## src/rtl/b16_uart_monitor.sv

```systemverilog
// UART-driven debug initiator for the b16 memory bus: SETA/WRITE/READ/HOLD commands
// arrive as bytes, bus accesses are issued, and ACK/ERR/read bytes go back to the UART.
module b16_uart_monitor #(
   parameter logic [7:0] ACK_CODE = 8'h06,
   parameter logic [7:0] ERR_CODE = 8'h3F
) (
   input  logic        clk,
   input  logic        reset,
   input  logic [7:0]  rx_data,
   input  logic        rx_valid,
   output logic [7:0]  tx_data,
   output logic        tx_valid,
   input  logic        tx_ready,
   output logic        hold,
   output logic [15:0] bus_addr,
   output logic        bus_r,
   output logic [1:0]  bus_w,
   output logic [15:0] bus_dwrite,
   input  logic [15:0] bus_data,
   input  logic        bus_ack,
   output logic        overrun
);

   localparam int unsigned BW = 8;
   localparam int unsigned AW = 16;

   localparam logic [BW-1:0] OP_SETA  = 8'h01;
   localparam logic [BW-1:0] OP_WRITE = 8'h02;
   localparam logic [BW-1:0] OP_READ  = 8'h03;
   localparam logic [BW-1:0] OP_HOLD  = 8'h04;

   typedef enum logic [2:0] {
      IDLE = 3'd0,
      ARG1 = 3'd1,
      ARG2 = 3'd2,
      BUS  = 3'd3,
      TX1  = 3'd4,
      TX2  = 3'd5
   } state_t;

   state_t        state, state_d;
   logic [BW-1:0] op, op_d;
   logic [BW-1:0] hi, hi_d;
   logic [BW-1:0] rd_lo, rd_lo_d;
   logic [AW-1:0] addr, addr_d;
   logic          hold_d, bus_r_d, tx_valid_d, overrun_d;
   logic [1:0]    bus_w_d;
   logic [AW-1:0] bus_dwrite_d;
   logic [BW-1:0] tx_data_d;

   assign bus_addr = addr;

   // State and all output registers
   always_ff @(posedge clk) begin
      if (reset) begin
         state      <= IDLE;
         op         <= '0;
         hi         <= '0;
         rd_lo      <= '0;
         addr       <= '0;
         hold       <= 1'b0;
         bus_r      <= 1'b0;
         bus_w      <= 2'b00;
         bus_dwrite <= '0;
         tx_data    <= '0;
         tx_valid   <= 1'b0;
         overrun    <= 1'b0;
      end else begin
         state      <= state_d;
         op         <= op_d;
         hi         <= hi_d;
         rd_lo      <= rd_lo_d;
         addr       <= addr_d;
         hold       <= hold_d;
         bus_r      <= bus_r_d;
         bus_w      <= bus_w_d;
         bus_dwrite <= bus_dwrite_d;
         tx_data    <= tx_data_d;
         tx_valid   <= tx_valid_d;
         overrun    <= overrun_d;
      end
   end

   // Command decode, bus sequencing and transmit handshake
   always_comb begin
      state_d      = state;
      op_d         = op;
      hi_d         = hi;
      rd_lo_d      = rd_lo;
      addr_d       = addr;
      hold_d       = hold;
      bus_r_d      = bus_r;
      bus_w_d      = bus_w;
      bus_dwrite_d = bus_dwrite;
      tx_data_d    = tx_data;
      tx_valid_d   = tx_valid;
      overrun_d    = overrun;

      unique case (state)
         IDLE: begin
            if (rx_valid) begin
               op_d = rx_data;
               if (rx_data == OP_SETA || rx_data == OP_WRITE || rx_data == OP_HOLD) begin
                  state_d = ARG1;
               end else if (rx_data == OP_READ) begin
                  state_d = BUS;
                  bus_r_d = 1'b1;
               end else begin
                  state_d    = TX1;
                  tx_valid_d = 1'b1;
                  tx_data_d  = ERR_CODE;
               end
            end
         end
         ARG1: begin
            if (rx_valid) begin
               if (op == OP_HOLD) begin
                  hold_d     = rx_data[0];
                  state_d    = TX1;
                  tx_valid_d = 1'b1;
                  tx_data_d  = ACK_CODE;
               end else begin
                  hi_d    = rx_data;
                  state_d = ARG2;
               end
            end
         end
         ARG2: begin
            if (rx_valid) begin
               if (op == OP_SETA) begin
                  addr_d     = {hi, rx_data} & 16'hFFFE;
                  state_d    = TX1;
                  tx_valid_d = 1'b1;
                  tx_data_d  = ACK_CODE;
               end else begin
                  bus_dwrite_d = {hi, rx_data};
                  bus_w_d      = 2'b11;
                  state_d      = BUS;
               end
            end
         end
         BUS: begin
            if (rx_valid) overrun_d = 1'b1;
            if (bus_ack) begin
               bus_r_d    = 1'b0;
               bus_w_d    = 2'b00;
               addr_d     = addr + AW'(2);
               state_d    = TX1;
               tx_valid_d = 1'b1;
               if (op == OP_READ) begin
                  tx_data_d = bus_data[15:8];
                  rd_lo_d   = bus_data[7:0];
               end else begin
                  tx_data_d = ACK_CODE;
               end
            end
         end
         TX1: begin
            if (rx_valid) overrun_d = 1'b1;
            if (tx_ready) begin
               if (op == OP_READ) begin
                  state_d   = TX2;
                  tx_data_d = rd_lo;
               end else begin
                  state_d    = IDLE;
                  tx_valid_d = 1'b0;
               end
            end
         end
         TX2: begin
            if (rx_valid) overrun_d = 1'b1;
            if (tx_ready) begin
               state_d    = IDLE;
               tx_valid_d = 1'b0;
            end
         end
         default: state_d = IDLE;
      endcase
   end

endmodule
```

## config.mk

```make
export PLATFORM = sky130hd
export DESIGN_NAME = b16_uart_monitor
export DESIGN_NICKNAME = d
export VERILOG_FILES = /design/src/rtl/b16_uart_monitor.sv
export SDC_FILE = /design/constraint.sdc
export NUM_CORES = 1
export LEC_CHECK = 0
export CAP_MARGIN = 20
export CORE_UTILIZATION = 45
export DETAILED_ROUTE_END_ITERATION = 12
export PLACE_DENSITY = 0.87
export SLEW_MARGIN = 20
export SYNTH_ARGS = -nofsm -noshare
export SYNTH_HDL_FRONTEND = slang
export SYNTH_SLANG_ARGS = --single-unit
```

## constraint.sdc

```tcl
create_clock -name clk -period 1.95 [get_ports clk]
set_input_delay 0.39 -clock clk [delete_from_list [all_inputs] [get_ports clk]]
set_output_delay 0.39 -clock clk [all_outputs]
set_load 0.02 [all_outputs]
```

* Word level (Yosys, flattened, before mapping) *
Index checks and enable logic that the tools add are counted.

cells by class
  reduce and logical (&&, ||, !) cells = 20
  multiplexer cells = 49
  $add $sub $neg = 1
  bitwise operators = 2
  eq/ne operators = 26

operator list
  cell                     number
  $mux W8                  11
  $mux W16                 3
  $pmux W8 S5              1
  $mux W3                  11
  $pmux W16 S2             1
  $ne A2 B2 Y1 const B     14
  $eq A8 B2 Y1 const B     3
  $pmux W3 S6              1
  $add A16 B2 Y16 const B  1
  $eq A8 B1 Y1 const B     2
  $eq A8 B3 Y1 const B     2
  $mux W1                  15
  $reduce_and A12 Y1       1
  $reduce_and A3 Y1        4
  $reduce_and A11 Y1       1
  $reduce_and A4 Y1        2
  $eq A3 B2 Y1 const B     2
  $eq A3 B3 Y1 const B     2
  $mux W2                  3
  $pmux W1 S6              1
  $reduce_and A6 Y1        1
  $reduce_bool A6 Y1       1
  $reduce_and A5 Y1        1
  $reduce_bool A5 Y1       1
  9 further kinds          13

storage, ports and cells
  word-level logic and storage cells = 110
  input bits = 29
  register bits after elaboration = 73

* Depth between registers and ports, before layout *
Gate-level depths: netlist (run 1).

  depth after elaboration = 6
  gate-level depth with buffers = 7
  depth with buffers taken out = 6

* Worst setup path before layout (run 1) *
Ideal clock, no wire load.

  kind = register to register
  start point = reg op[2]
  end point = reg tx_data[4]
  data required time = 1.817 ns
  arrival = 1.699 ns
  setup slack = 0.117 ns
  path buffers = 1
  cell stages (with the launch flop) = 7
  path through = dfxtp_1 -> nor4b_4 -> nand2_1 -> a22oi_4 -> and2_1 -> buf_2 -> a311oi_2

on the way
  longest elaborated chain between the ends = 4
  elaborated cells on any way between the ends = 10

ends and longest elaborated chain
  item                    RTL line  RTL
  start, declared         42        logic [BW-1:0] op, op_d;
  start signal, assigned  70        op <= op_d;
  $eq A8 B2 Y1            150, 161
  $mux W8                 150       if (op == OP_READ) begin
  $mux W8                 144       if (bus_ack) begin
  $pmux W8 S5             99        unique case (state)
  end signal, assigned    78        tx_data <= tx_data_d;
  end, declared           11        output logic [7:0] tx_data,

Parallel ways exist; a longest one is shown, timed or not. The select of a mux whose other input is x is not followed.
A chain may end at the register's enable or synchronous reset.

* Worst setup path in the final report (run 1) *
  start point = reg op[2]
  end point = reg tx_data[2]

Same word-level chain as after synthesis.

==> results of run 1 <==
==> worst max-delay path: stages (launching register included) <==
cell and delay (ns):
dfxtp_1 0.35, nor4b_4 0.41, a211oi_2 0.14, and4b_2 0.37
buf_6 0.15, a21oi_2 0.07, a311oi_2 0.31
==> worst max path at each step <==
stage                           from      endpoint  depth (start not counted)
after detailed placement  rx_data[6]    tx_data[2]                          7
after global placement    rx_data[6]      state[2]                          7
after floorplan                op[2]    tx_data[4]                          6
final                          op[2]    tx_data[2]                          6
after CTS                 rx_data[4]    tx_data[2]                          7
after global routing           op[6]  bus_addr[14]                          7
==> power by group through the flow <==
| stage | clock [mW] | sequential (mW) | combinational, mW |
|---|---|---|---|
| after floorplan | 0 | 1.63 | 0.257 |
| after global placement | 0 | 1.59 | 0.546 |
| after detailed placement | 0 | 1.59 | 0.567 |
| after CTS | 1.45 | 1.56 | 0.589 |
| after global routing | 1.52 | 1.57 | 0.656 |
| final | 1.44 | 1.57 | 0.617 |
==> metal layers <==
layer  GRT usage (%)  vias up
met2           43.13      180
met5               0        -
met4           14.96        0
li1                -     1630
met1           36.03     1701
met3           5.372       44
==> repair_timing <==
item | in CTS | in global routing
cloned | 0 | 2
buffers inserted | 0 | 1
pin swaps | 2 | 6
setup endpoints to repair | 9 | 13
resized for setup | 7 | 24
hold endpoints to repair | 0 | 0
==> layout make-up <==
class | count | share of cell area, %
clock buffers | 10 | 2.856
clock inverters | 5 | 2.207
inverters | 3 | 0.2337
multi-input cells | 294 | 38.82
flip-flops and latches | 71 | 29.68
well taps | 99 | 2.571
repair buffers | 119 | 23.63
==> flip-flops by register name, indices dropped and copies added, names as in the netlist, 3 cells and up <==
signal / cells
bus_addr: 15
bus_dwrite: 16
hi: 8
op: 8
rd_lo: 8
state: 3
tx_data: 8
==> placed cells by master (no fill, tap or decap), types with 4 or more instances in the layout <==
master / instances
a211oi_1: 5
a21o_1: 5
a21oi_1: 41
a311oi_1: 8
buf_12: 4
buf_4: 41
clkbuf_8: 10
clkdlybuf4s50_1: 65
dfxtp_1: 66
dfxtp_2: 4
dlymetal6s2s_1: 6
mux2i_1: 31
nand2_1: 48
nand2b_1: 5
nand3_1: 9
nand4_1: 9
nor2_1: 49
nor3_1: 8
o21ai_0: 19
or3_1: 4
==> per-stage QoR <==
step | hold WS, ns | TNS (ns) | worst slack [ns]
6_report | 0.4682 | 0 | 0.03807
2_1_floorplan | 0.4503 | 0 | 0.1175
4_1_cts | 0.4782 | 0 | 0.03372
5_1_grt | 0.5022 | -0.03783 | -0.03054
3_3_place_gp | 0.4509 | -4.132 | -0.3593
3_5_place_dp | 0.4640 | -5.609 | -0.5378
==> cells by family after synthesis <==
kind of cell	count (synthesis)	share of synthesized area, %
muxes	31	9.313
DFF	71	42.66
adders and majority gates	1	0.3755
and+or+nand+nor	157	23.54
buffers and inverters	27	3.680
other	1	0.1125
AOI/OAI and AO/OA	102	20.05
xor gates and xnor gates	1	0.2629
==> synthesized netlist by cell type, types with 2 or more instances <==
| cell | instances |
|---|---|
| o21a_1 | 2 |
| inv_1 | 3 |
| mux2i_1 | 31 |
| a31oi_1 | 3 |
| nand2b_1 | 5 |
| nor3_1 | 8 |
| clkbuf_1 | 17 |
| nand3_1 | 9 |
| nor3b_1 | 2 |
| nor2_1 | 49 |
| dfxtp_1 | 71 |
| and2_1 | 3 |
| a311oi_1 | 9 |
| o31ai_1 | 2 |
| o21ai_0 | 20 |
| or3_1 | 4 |
| buf_4 | 5 |
| a32o_1 | 2 |
| nor4_1 | 5 |
| o32ai_1 | 3 |
| a21o_1 | 5 |
| a21oi_1 | 42 |
| buf_2 | 2 |
| a211oi_1 | 5 |
| nand2_1 | 48 |
| and3_1 | 2 |
| nand4_1 | 9 |
| nor2b_1 | 2 |
| nor4b_4 | 2 |
==> impl_metrics.py, run 1 <==
metrics = {
    "sta": {
        "finalClockSkew_ns": 0.005595,
        "rsz0062_at_grt": "true",
        "drv_slew": 0,
        "period_needed_ns": 1.912,
        "hold_violations": 0,
        "fmax_mhz": 523.0,
        "setup_viol": 0,
        "fin_crit_sh_pct": 98.05,
    },
    "clock_network": {
        "cts_hold_buf": 0,
        "cts_num_sinks": 71,
        "cts_made_buffers": 9,
        "clockBufferDepth": 2,
        "clk_pin_slew_worst_paths_ns": 0.08,
        "cts-root-buf": "clkbuf_8",
        "tritoncts": "built",
        "cts_htree_levels": 3,
        "clk_latency_ns": 0.35,
    },
    "grt": {
        "grt_pass1_wl_um": 16190,
        "grt_max_degree": 50,
        "antenna_found_initial": 0,
        "overflow": 0,
        "track_usage_pct": 27.61,
        "grt_pass1_vias": 3298,
    },
    "detailed_routing": {
        "drtIter0Drc": 391,
        "wl_per_cell_um": 17.44,
        "wl_met2_um": 4910,
        "drc": 0,
        "routed.top_layer": "met4",
        "route.met3.wl_um": 800,
        "via_per_inst": 5.915,
        "vias": 3555,
        "ant_nets": 0,
        "met1_length_um": 4393,
        "firstDrtPassIters": 6,
        "routed_wl_um": 10480,
    },
    "critical_path": {
        "reg2reg_to": "tx_data[2]",
        "r2r-start": "op[2]",
        "cp_max_fo": 5,
        "rr_worst_depth": 6,
        "arrival_ns": 2.15,
        "crit_type": "flop to flop",
        "worst_setup_path_start_kind": "flop",
        "critPathCaptureType": "flop",
        "cp.required_ns": 2.19,
        "r2r_setup_slack_ns": 0.04,
    },
    "yosys": {
        "yosysTopAreaCell": "dfxtp_1",
        "synthCells": 391,
        "ys_seq_area_share_pct": 42.66,
        "avgSynthCellArea_um2": 8.522,
        "ys.flop_type": "dfxtp_1",
        "synthArstFlopShare_pct": 0,
        "synth_seq_cells": 71,
        "synthesis.nets": 421,
        "syn_area_mm2": 0.003332,
        "synth_top_area_share_pct": 42.66,
        "synthDistinctLibCells": 50,
        "synth_area_leaders": "dfxtp_1 (43%), mux2i_1 (9.3%), a21oi_1 (6.3%)",
        "yosys_warnings": 0,
        "synth_edf_count": 0,
    },
    "placed_design": {
        "post-place-cells": 583,
        "gp_congestion": 0.8860,
        "place_hpwl_um": 7195,
        "portBuffers": 73,
        "placed_area_mm2": 0.004451,
    },
    "worst_hold_path": {
        "holdPathStages": 3,
        "min_from": "rx_data[1]",
        "holdCritPathClass": "input pin to flop",
        "hold_end": "bus_dwrite[1]",
    },
    "job": {
        "drv_cap": 0,
    },
    "power_and_ir_drop": {
        "power_leakage_nw": 1.918,
        "powerDensity_mw_per_mm2": 752.0,
        "power_frac_clock_pct": 39.7,
        "p_switching_uw": 942.0,
        "p_int_mw": 2.682,
        "power_mw": 3.624,
        "max-vdd-ir-drop_mv": 0.6475,
        "swShare_pct": 26.00,
        "pwr-share-comb_pct": 17.0,
        "seqPwrFrac_pct": 43.3,
    },
    "die": {
        "die_x_um": 88.05,
        "dieArea_mm2": 0.007753,
        "rows": 31,
        "core_mm2": 0.007214,
        "io_pins": 75,
        "chipHeight_um": 88.05,
        "start_util_pct": 46.18,
    },
    "cells_and_area": {
        "syn_to_final_growth_pct": 44.61,
        "final_core_util_pct": 66.79,
        "multi_input_area_mm2": 0.001871,
        "seq_area_mm2": 0.001430,
        "fin_cells": 601,
        "drive_gt1_share_pct": 17.73,
        "nFillCells": 548,
        "nets": 528,
        "final_area_mm2": 0.004818,
        "antenna_cells": 0,
    },
    "run_status": {
        "run_status": "finished, final reports clean",
    },
}
Power figures use the tool's default switching activity.
==> run 2, diff against run 1 <==
--- a/config.mk
+++ b/config.mk
@@ -6,6 +6,7 @@
 export NUM_CORES = 1
 export LEC_CHECK = 0
 export CAP_MARGIN = 20
+export CORE_MARGIN = 1.5
 export CORE_UTILIZATION = 45
 export DETAILED_ROUTE_END_ITERATION = 12
 export PLACE_DENSITY = 0.87
==> run 2 against run 1 <==
Register-to-register slack better by 0.08 ns; die area rose by 2.3%; critical path depth decreased by 5; combinational power grew 2%; sequential cell count did not move; via count down 0.98%; sequential share of layout area grew 0.52 points; utilization down 1.3 points; global-route usage decreased by 1.1 points; wire length down 1.8%; cell area is 2.0% lower; maximum frequency is 3.0% higher; largest power group unchanged; highest routed layer unchanged.
==> impl_metrics.py, run 2 (same netlist as run 1, synthesis figures left out) <==
metrics = {
    "run_status": {
        "run_status": "finished, final reports clean",
    },
    "die": {
        "start_util_pct": 46.18,
        "die_x_um": 89.05,
        "chipHeight_um": 89.05,
        "rows": 31,
        "core_mm2": 0.007214,
        "dieArea_mm2": 0.007930,
        "io_pins": 75,
    },
    "grt": {
        "track_usage_pct": 26.56,
        "grt_max_degree": 57,
        "grt_pass1_vias": 3327,
        "overflow": 0,
        "antenna_found_initial": 0,
        "grt_pass1_wl_um": 16210,
    },
    "clock_network": {
        "clk_pin_slew_worst_paths_ns": 0.09,
        "cts_made_buffers": 9,
        "cts-root-buf": "clkbuf_8",
        "clk_latency_ns": 0.36,
        "tritoncts": "built",
        "cts_num_sinks": 71,
        "clockBufferDepth": 2,
        "cts_htree_levels": 3,
        "cts_hold_buf": 0,
    },
    "power_and_ir_drop": {
        "powerDensity_mw_per_mm2": 727.3,
        "swShare_pct": 29.75,
        "power_leakage_nw": 1.815,
        "seqPwrFrac_pct": 45.8,
        "power_frac_clock_pct": 35.9,
        "p_int_mw": 2.413,
        "pwr-share-comb_pct": 18.3,
        "p_switching_mw": 1.022,
        "max-vdd-ir-drop_mv": 0.4110,
    },
    "placed_design": {
        "placed_area_mm2": 0.004423,
        "portBuffers": 73,
        "place_hpwl_um": 7103,
        "gp_congestion": 0.8862,
    },
    "detailed_routing": {
        "firstDrtPassIters": 6,
        "drtIter0Drc": 426,
        "wl_per_cell_um": 17.22,
        "drc": 0,
        "routed_wl_um": 10300,
        "via_per_inst": 5.886,
        "ant_nets": 0,
        "vias": 3520,
    },
    "critical_path": {
        "cpMaxStageDelayCell": "clkdlybuf4s50_1",
        "cp.required_ns": 1.56,
        "critPathBufInv": 1,
        "critPathCaptureType": "output pin",
        "worst_setup_path_start_kind": "flop",
        "arrival_ns": 1.47,
        "cp_top_family": "buffers and inverters",
        "crit_type": "flop to output pin",
        "critPathMaxStageDelay_ns": 0.65,
        "cp_max_fo": 6,
        "path_cells": "clkdlybuf4s50_1",
    },
    "sta": {
        "holdWs_ns": 0.4710,
        "hold_violations": 0,
        "worst_pin_slew_ns": 0.5639,
        "rsz0062_at_grt": "false",
        "period_needed_ns": 1.857,
        "fmax_mhz": 538.6,
        "fin_crit_sh_pct": 95.21,
        "setup_viol": 0,
        "finalClockSkew_ns": 0.008417,
        "drv_slew": 0,
        "slew_headroom_pct": 62.12,
    },
    "cells_and_area": {
        "nets": 524,
        "top_register": "bus_dwrite",
        "final_area_mm2": 0.004723,
        "nFillCells": 540,
        "final_common_cell": "clkdlybuf4s50_1",
        "drive_gt1_share_pct": 17.43,
        "final_core_util_pct": 65.47,
        "syn_to_final_growth_pct": 41.76,
        "largest_register_ffs": 16,
        "antenna_cells": 0,
        "mostFrequentLayoutCells": "clkdlybuf4s50_1 (72), dfxtp_1 (67), nor2_1 (49), nand2_1 (48), a21oi_1 (41)",
    },
    "worst_hold_path": {
        "holdCritPathClass": "flop to flop",
    },
    "job": {
        "drv_cap": 0,
    },
}
## run 2: cell types whose count changed in the layout (fill, tap and decap cells not counted), sizes merged
cell	before	now
dlygate4sd2	1	0
bufinv	3	1
and2	4	3
inv	3	6
buf	47	44
clkinvlp	1	3
dlymetal6s2s	6	0
clkinv	1	0
clkbuf	10	9
clkdlybuf4s50	65	72
## run 2: path summary, 6_finish.rpt
kind | start | to | slack [ns] | cells past startpoint
min | bus_dwrite[15] | bus_dwrite[15] | 0.47 | 2
max reg2reg | op[3] | tx_data[7] | 0.12 | 6
max | bus_addr[1] | bus_addr[1] | 0.09 | 1
min reg2reg | bus_dwrite[15] | bus_dwrite[15] | 0.47 | 2
## run 2: metrics by stage
step	power [mW]	TNS [ns]	setup slack (ns)	instances
after floorplan	1.885	0	0.1175	391
after global placement	2.140	-3.790	-0.2945	581
after detailed placement	2.163	-5.518	-0.4452	581
after CTS	3.382	0	0.03451	597
after global routing	3.557	0	0.007187	598
final	3.435	0	0.09346	598
## run 2: layout make-up
| cell class | count | area [µm²] | area share (%) |
|---|---|---|---|
| inverter | 3 | 11.26 | 0.2384 |
| tap | 99 | 123.9 | 2.623 |
| timing repair buffer | 116 | 1090 | 23.07 |
| sequential | 71 | 1426 | 30.20 |
| clock inverter | 7 | 78.83 | 1.669 |
| clock buffer | 9 | 123.9 | 2.623 |
| multi-input combinational | 293 | 1869 | 39.58 |
## run 2: power by group through the flow
stage	clock network (mW)	registers, mW	logic [mW]
after global placement	0	1.59	0.546
final	1.23	1.57	0.630
after floorplan	0	1.63	0.257
after global routing	1.31	1.58	0.666
after CTS	1.24	1.56	0.578
after detailed placement	0	1.59	0.568
## run 2: timing repair
item / 4_1_cts / 5_1_grt
setup endpoints to repair: 8 / 12
pin swaps: 0 / 3
endpoints found under the hold margin: 0 / 0
gates resized for setup: 3 / 17
buffers inserted: 0 / 1
## run 2: metal layers
metal,vias to the layer above,routed length [µm],GRT usage (%)
met5,-,0,0
met2,210,4968,42.01
met1,1658,4118,34.86
li1,1622,-,-
met3,30,912,6.464
met4,0,298,11.05
==> run 3, diff against run 2 <==
--- a/config.mk
+++ b/config.mk
@@ -9,6 +9,7 @@
 export CORE_MARGIN = 1.5
 export CORE_UTILIZATION = 45
 export DETAILED_ROUTE_END_ITERATION = 12
+export GPL_ROUTABILITY_DRIVEN = 0
 export PLACE_DENSITY = 0.87
 export SLEW_MARGIN = 20
 export SYNTH_ARGS = -nofsm -noshare
==> results of run 3 <==
No change in the layout: final DEF, timing and power equal those of run 2.
==> variant 1: new RTL, flow settings as in run 1 <==
Take the reset off `addr` and `tx_data` and load them in a clocked block of their own.
--- a/src/rtl/b16_uart_monitor.sv
+++ b/src/rtl/b16_uart_monitor.sv
@@ -58,10 +58,8 @@
          hi         <= '0;
          rd_lo      <= '0;
-         addr       <= '0;
          hold       <= 1'b0;
          bus_r      <= 1'b0;
          bus_w      <= 2'b00;
          bus_dwrite <= '0;
-         tx_data    <= '0;
          tx_valid   <= 1'b0;
          overrun    <= 1'b0;
@@ -71,13 +69,16 @@
          hi         <= hi_d;
          rd_lo      <= rd_lo_d;
-         addr       <= addr_d;
          hold       <= hold_d;
          bus_r      <= bus_r_d;
          bus_w      <= bus_w_d;
          bus_dwrite <= bus_dwrite_d;
-         tx_data    <= tx_data_d;
          tx_valid   <= tx_valid_d;
          overrun    <= overrun_d;
       end
+   end
+
+   always_ff @(posedge clk) begin
+      addr    <= addr_d;
+      tx_data <= tx_data_d;
    end
 
Check against the original RTL: not equivalent (a bounded check fails within 4 cycles, from zero or initial values and one cycle with reset high).
==> variant 1 against run 1 <==
The flow now finishes with violations (setup timing); via count down 13%; sequential cell count did not move; worst setup slack got worse by 0.13 ns; wire length shrank 5.1%; non-clock buffer count grew 6; combinational power down 23%; total power decreased by 9.1%; synthesized area fell by 0.79%; clock power down 15%; design area shrank 0.47%; critical path type unchanged; largest power group unchanged; highest routed layer unchanged.
==> variant 1: results (changes against run 1) <==
Detailed routing
  – Met3 Wirelength: 616 um (was 800 um)
  – DR vias: 3104 (was 3555)
  – DR WL/cell: 17.8 um (was 17.4 um)
  – Met1 WL: 4240 um (was 4390 um)
  – Met2 WL: 4880 um (was 4910 um)

Synthesis
  – Top cells by instance count after synthesis: 48 x dfxtp_1, 47 x nor2_1, 36 x nand2_1, 35 x mux2i_1, 23 x edfxtp_1 (was 71 x dfxtp_1, 49 x nor2_1, 48 x nand2_1, 42 x a21oi_1, 31 x mux2i_1)
  – Syn nets: 372 (was 421)
  – Synth cell types: 49 (was 50)
  – Post-synth EDFFs: 23 (was 0)

Cells and area
  – Share of layout cells above drive strength 1: 0.207 (was 0.177)
  – Clkbuf count: 9 (was 10)
  – Post-layout net count: 489 (was 528)
  – Fraction of area in multi-input gates: 0.340 (was 0.388)
  – Non-clock inverter count: 5 (was 3)
  – Storage element area: 1660 um^2 (was 1430 um^2)
  – #MultiIn Comb: 247 (was 294)
  – Fillers: 499 (was 548)

Timing
  – Final setup viols: 23 (was 0)
  – Fin Hold WS: 0.491 ns (was 0.468 ns)
  – Setup TNS: -1.50 ns (was 0 ns)
  – Setup ws final: -0.0870 ns (was 0.0381 ns)

Power and ir drop
  – Peak VDD IR: 522 uV (was 647 uV)

Global routing
  – GRT Total Usage: 0.264 (was 0.276)
  – Largest net degree at the start of global routing: 49 (was 50)
  – Routing usage on met3: 0.0613 (was 0.0537)

Run status
  – Status: finished, violations left (was completed)
  – Failing checks: setup timing

Hold path
  – Min-Delay Startpoint: overrun$_SDFFE_PP0P_ (was rx_data[1])

Worst setup path
  – R2R depth: 4 (was 6)
  – End point of the critical path: bus_addr[11]$_DFFE_PP_ (was tx_data[2]$_SDFFE_PP0P_)
  – Crit-path max FO: 15 (was 5)
  – CP startpoint: op[1]$_SDFFE_PP0P_ (was op[2]$_SDFFE_PP0P_)

Placement
  – Dpl ws: -0.485 ns (was -0.538 ns)
  – HPWL Detailed: 6870 um (was 7200 um)

Floorplanning
  – Die ar.: 7690 um^2 (was 7750 um^2)
[variant 1: changes by cell type after synthesis, sizes merged, moves of 5 or more]
| cell | run 1 | this run |
|---|---|---|
| clkbuf | 17 | 11 |
| or2 | 0 | 5 |
| nand2 | 49 | 36 |
| a21oi | 43 | 16 |
| dfxtp | 71 | 48 |
| nand4 | 10 | 4 |
| xnor2 | 0 | 10 |
| a211oi | 6 | 1 |
| edfxtp | 0 | 23 |
| a311oi | 10 | 0 |
[variant 1: cell families after synthesis]
logic type	share of synthesized area
muxes	0.109
buffers and inverters	0.0352
and+or+nand+nor	0.208
DFF	0.500
AOI/OAI and AO/OA	0.108
adders and majority gates	0.00378
other	0.00113
xor gates and xnor gates	0.0344
[variant 1: power by group]
group / total [mW] / switching [mW] / internal (mW)
Clock: 1.22 / 0.618 / 0.607
Combinational: 0.473 / 0.238 / 0.235
Sequential: 1.60 / 0.0267 / 1.57
==> variant 2: new RTL, flow settings as in run 1 <==
Made on the original files. Encoding of `state_t`: now one-hot (6 bits for 6 states).
--- a/src/rtl/b16_uart_monitor.sv
+++ b/src/rtl/b16_uart_monitor.sv
@@ -30,11 +30,11 @@
    localparam logic [BW-1:0] OP_HOLD  = 8'h04;
 
-   typedef enum logic [2:0] {
-      IDLE = 3'd0,
-      ARG1 = 3'd1,
-      ARG2 = 3'd2,
-      BUS  = 3'd3,
-      TX1  = 3'd4,
-      TX2  = 3'd5
+   typedef enum logic [5:0] {
+      IDLE = 6'b000001,
+      ARG1 = 6'b000010,
+      ARG2 = 6'b000100,
+      BUS  = 6'b001000,
+      TX1  = 6'b010000,
+      TX2  = 6'b100000
    } state_t;
 
Check against the original RTL: same outputs for any inputs over 4 cycles, from zero or initial values and one cycle with reset high; so few cycles prove little.
==> variant 2 against run 1 <==
The run now ends with setup timing left; worst setup slack worse by 0.38 ns; non-clock buffer count is 56 higher; synthesized area is 15% higher; critical path depth stayed put; die area is 14% higher; cell count is 20% higher; design area is 23% higher; wire length is 47% higher; sequential cell count is 3 higher; clock skew is 0.016 ns higher; critical endpoint is now hi[6]$_SDFFE_PP0P_; largest cell class unchanged.
Power is not compared: it rests on default switching activity, and its combinational part moved more than twofold at a synthesized area within 25%.
==> variant 2: results (changes against run 1) <==
Run status
  – Status: finished, violations left (was completed)
  – Failing checks: setup timing

Cells and area
  – Fraction of area in multi-input gates: 0.424 (was 0.388)
  – Storage element area: 1490 um^2 (was 1430 um^2)
  – Share of layout cells above drive strength 1: 0.316 (was 0.177)
  – Non-clock buffering overhead: 0.268 (was 0.236)
  – Post-layout net count: 639 (was 528)
  – #MultiIn Comb: 345 (was 294)
  – Non-clock inverter count: 4 (was 3)
  – Nonclk buf count: 175 (was 119)

Timing
  – Final setup viols: 40 (was 0)
  – Setup TNS: -5.70 ns (was 0 ns)
  – Setup ws final: -0.343 ns (was 0.0381 ns)

Synthesis
  – XOR/XNOR share of the synthesized area: 0.0115 (was 0.00263)
  – Syn nets: 485 (was 421)
  – FF+latch count, synth: 74 (was 71)
  – Mapped Cells: 455 (was 391)

Detailed routing
  – Met3 Wirelength: 1370 um (was 800 um)
  – Met1 WL: 5710 um (was 4390 um)

Placement
  – RD Place Congestion: 0.967 (was 0.886)
  – Placed Cells: 687 (was 583)
  – Dpl ws: -0.349 ns (was -0.538 ns)
  – HPWL Detailed: 9330 um (was 7200 um)

Clock tree
  – Clock-pin slew on the worst setup and hold paths: 0.10 ns (was 0.08 ns)
  – Clk_lat worst skew: 0.37 ns (was 0.35 ns)
  – Post_cts resized: 41 (was 7)

Global routing
  – First-pass GRT wire length: 20600 um (was 16200 um)
  – Routing usage on met2: 0.498 (was 0.431)
  – Largest net degree at the start of global routing: 61 (was 50)
  – Number of global-route vias before repair: 4142 (was 3298)
[variant 2: cell count changes after synthesis, sizes merged, moves of 4 or more]
| cell | delta |
|---|---|
| nand2 | +20 |
| nor2 | -17 |
| mux2i | -13 |
| buf | +10 |
| a311oi | -8 |
| nand3 | +8 |
| a211oi | +6 |
| and2 | +6 |
| a41oi | +5 |
| o211ai | +5 |
| or4b | +5 |
| a221oi | +4 |
| nand2b | -4 |
| nor4b | +4 |
[variant 2: worst register-to-register path: cells and delay by family (launching register included)]
kind | cells | cell delay (ns)
muxes | 1 | 0.23
DFF | 1 | 0.38
and+or+nand+nor | 3 | 1.08
buffers and inverters | 1 | 0.20
AOI/OAI and AO/OA | 1 | 0.30
[variant 2: power breakdown]
group	switching (mW)	leakage (nW)	internal, mW	total [mW]
combinational	0.727	1.57	0.690	1.42
clock	0.672	0.0844	0.481	1.15
sequential	0.0903	0.603	1.60	1.69
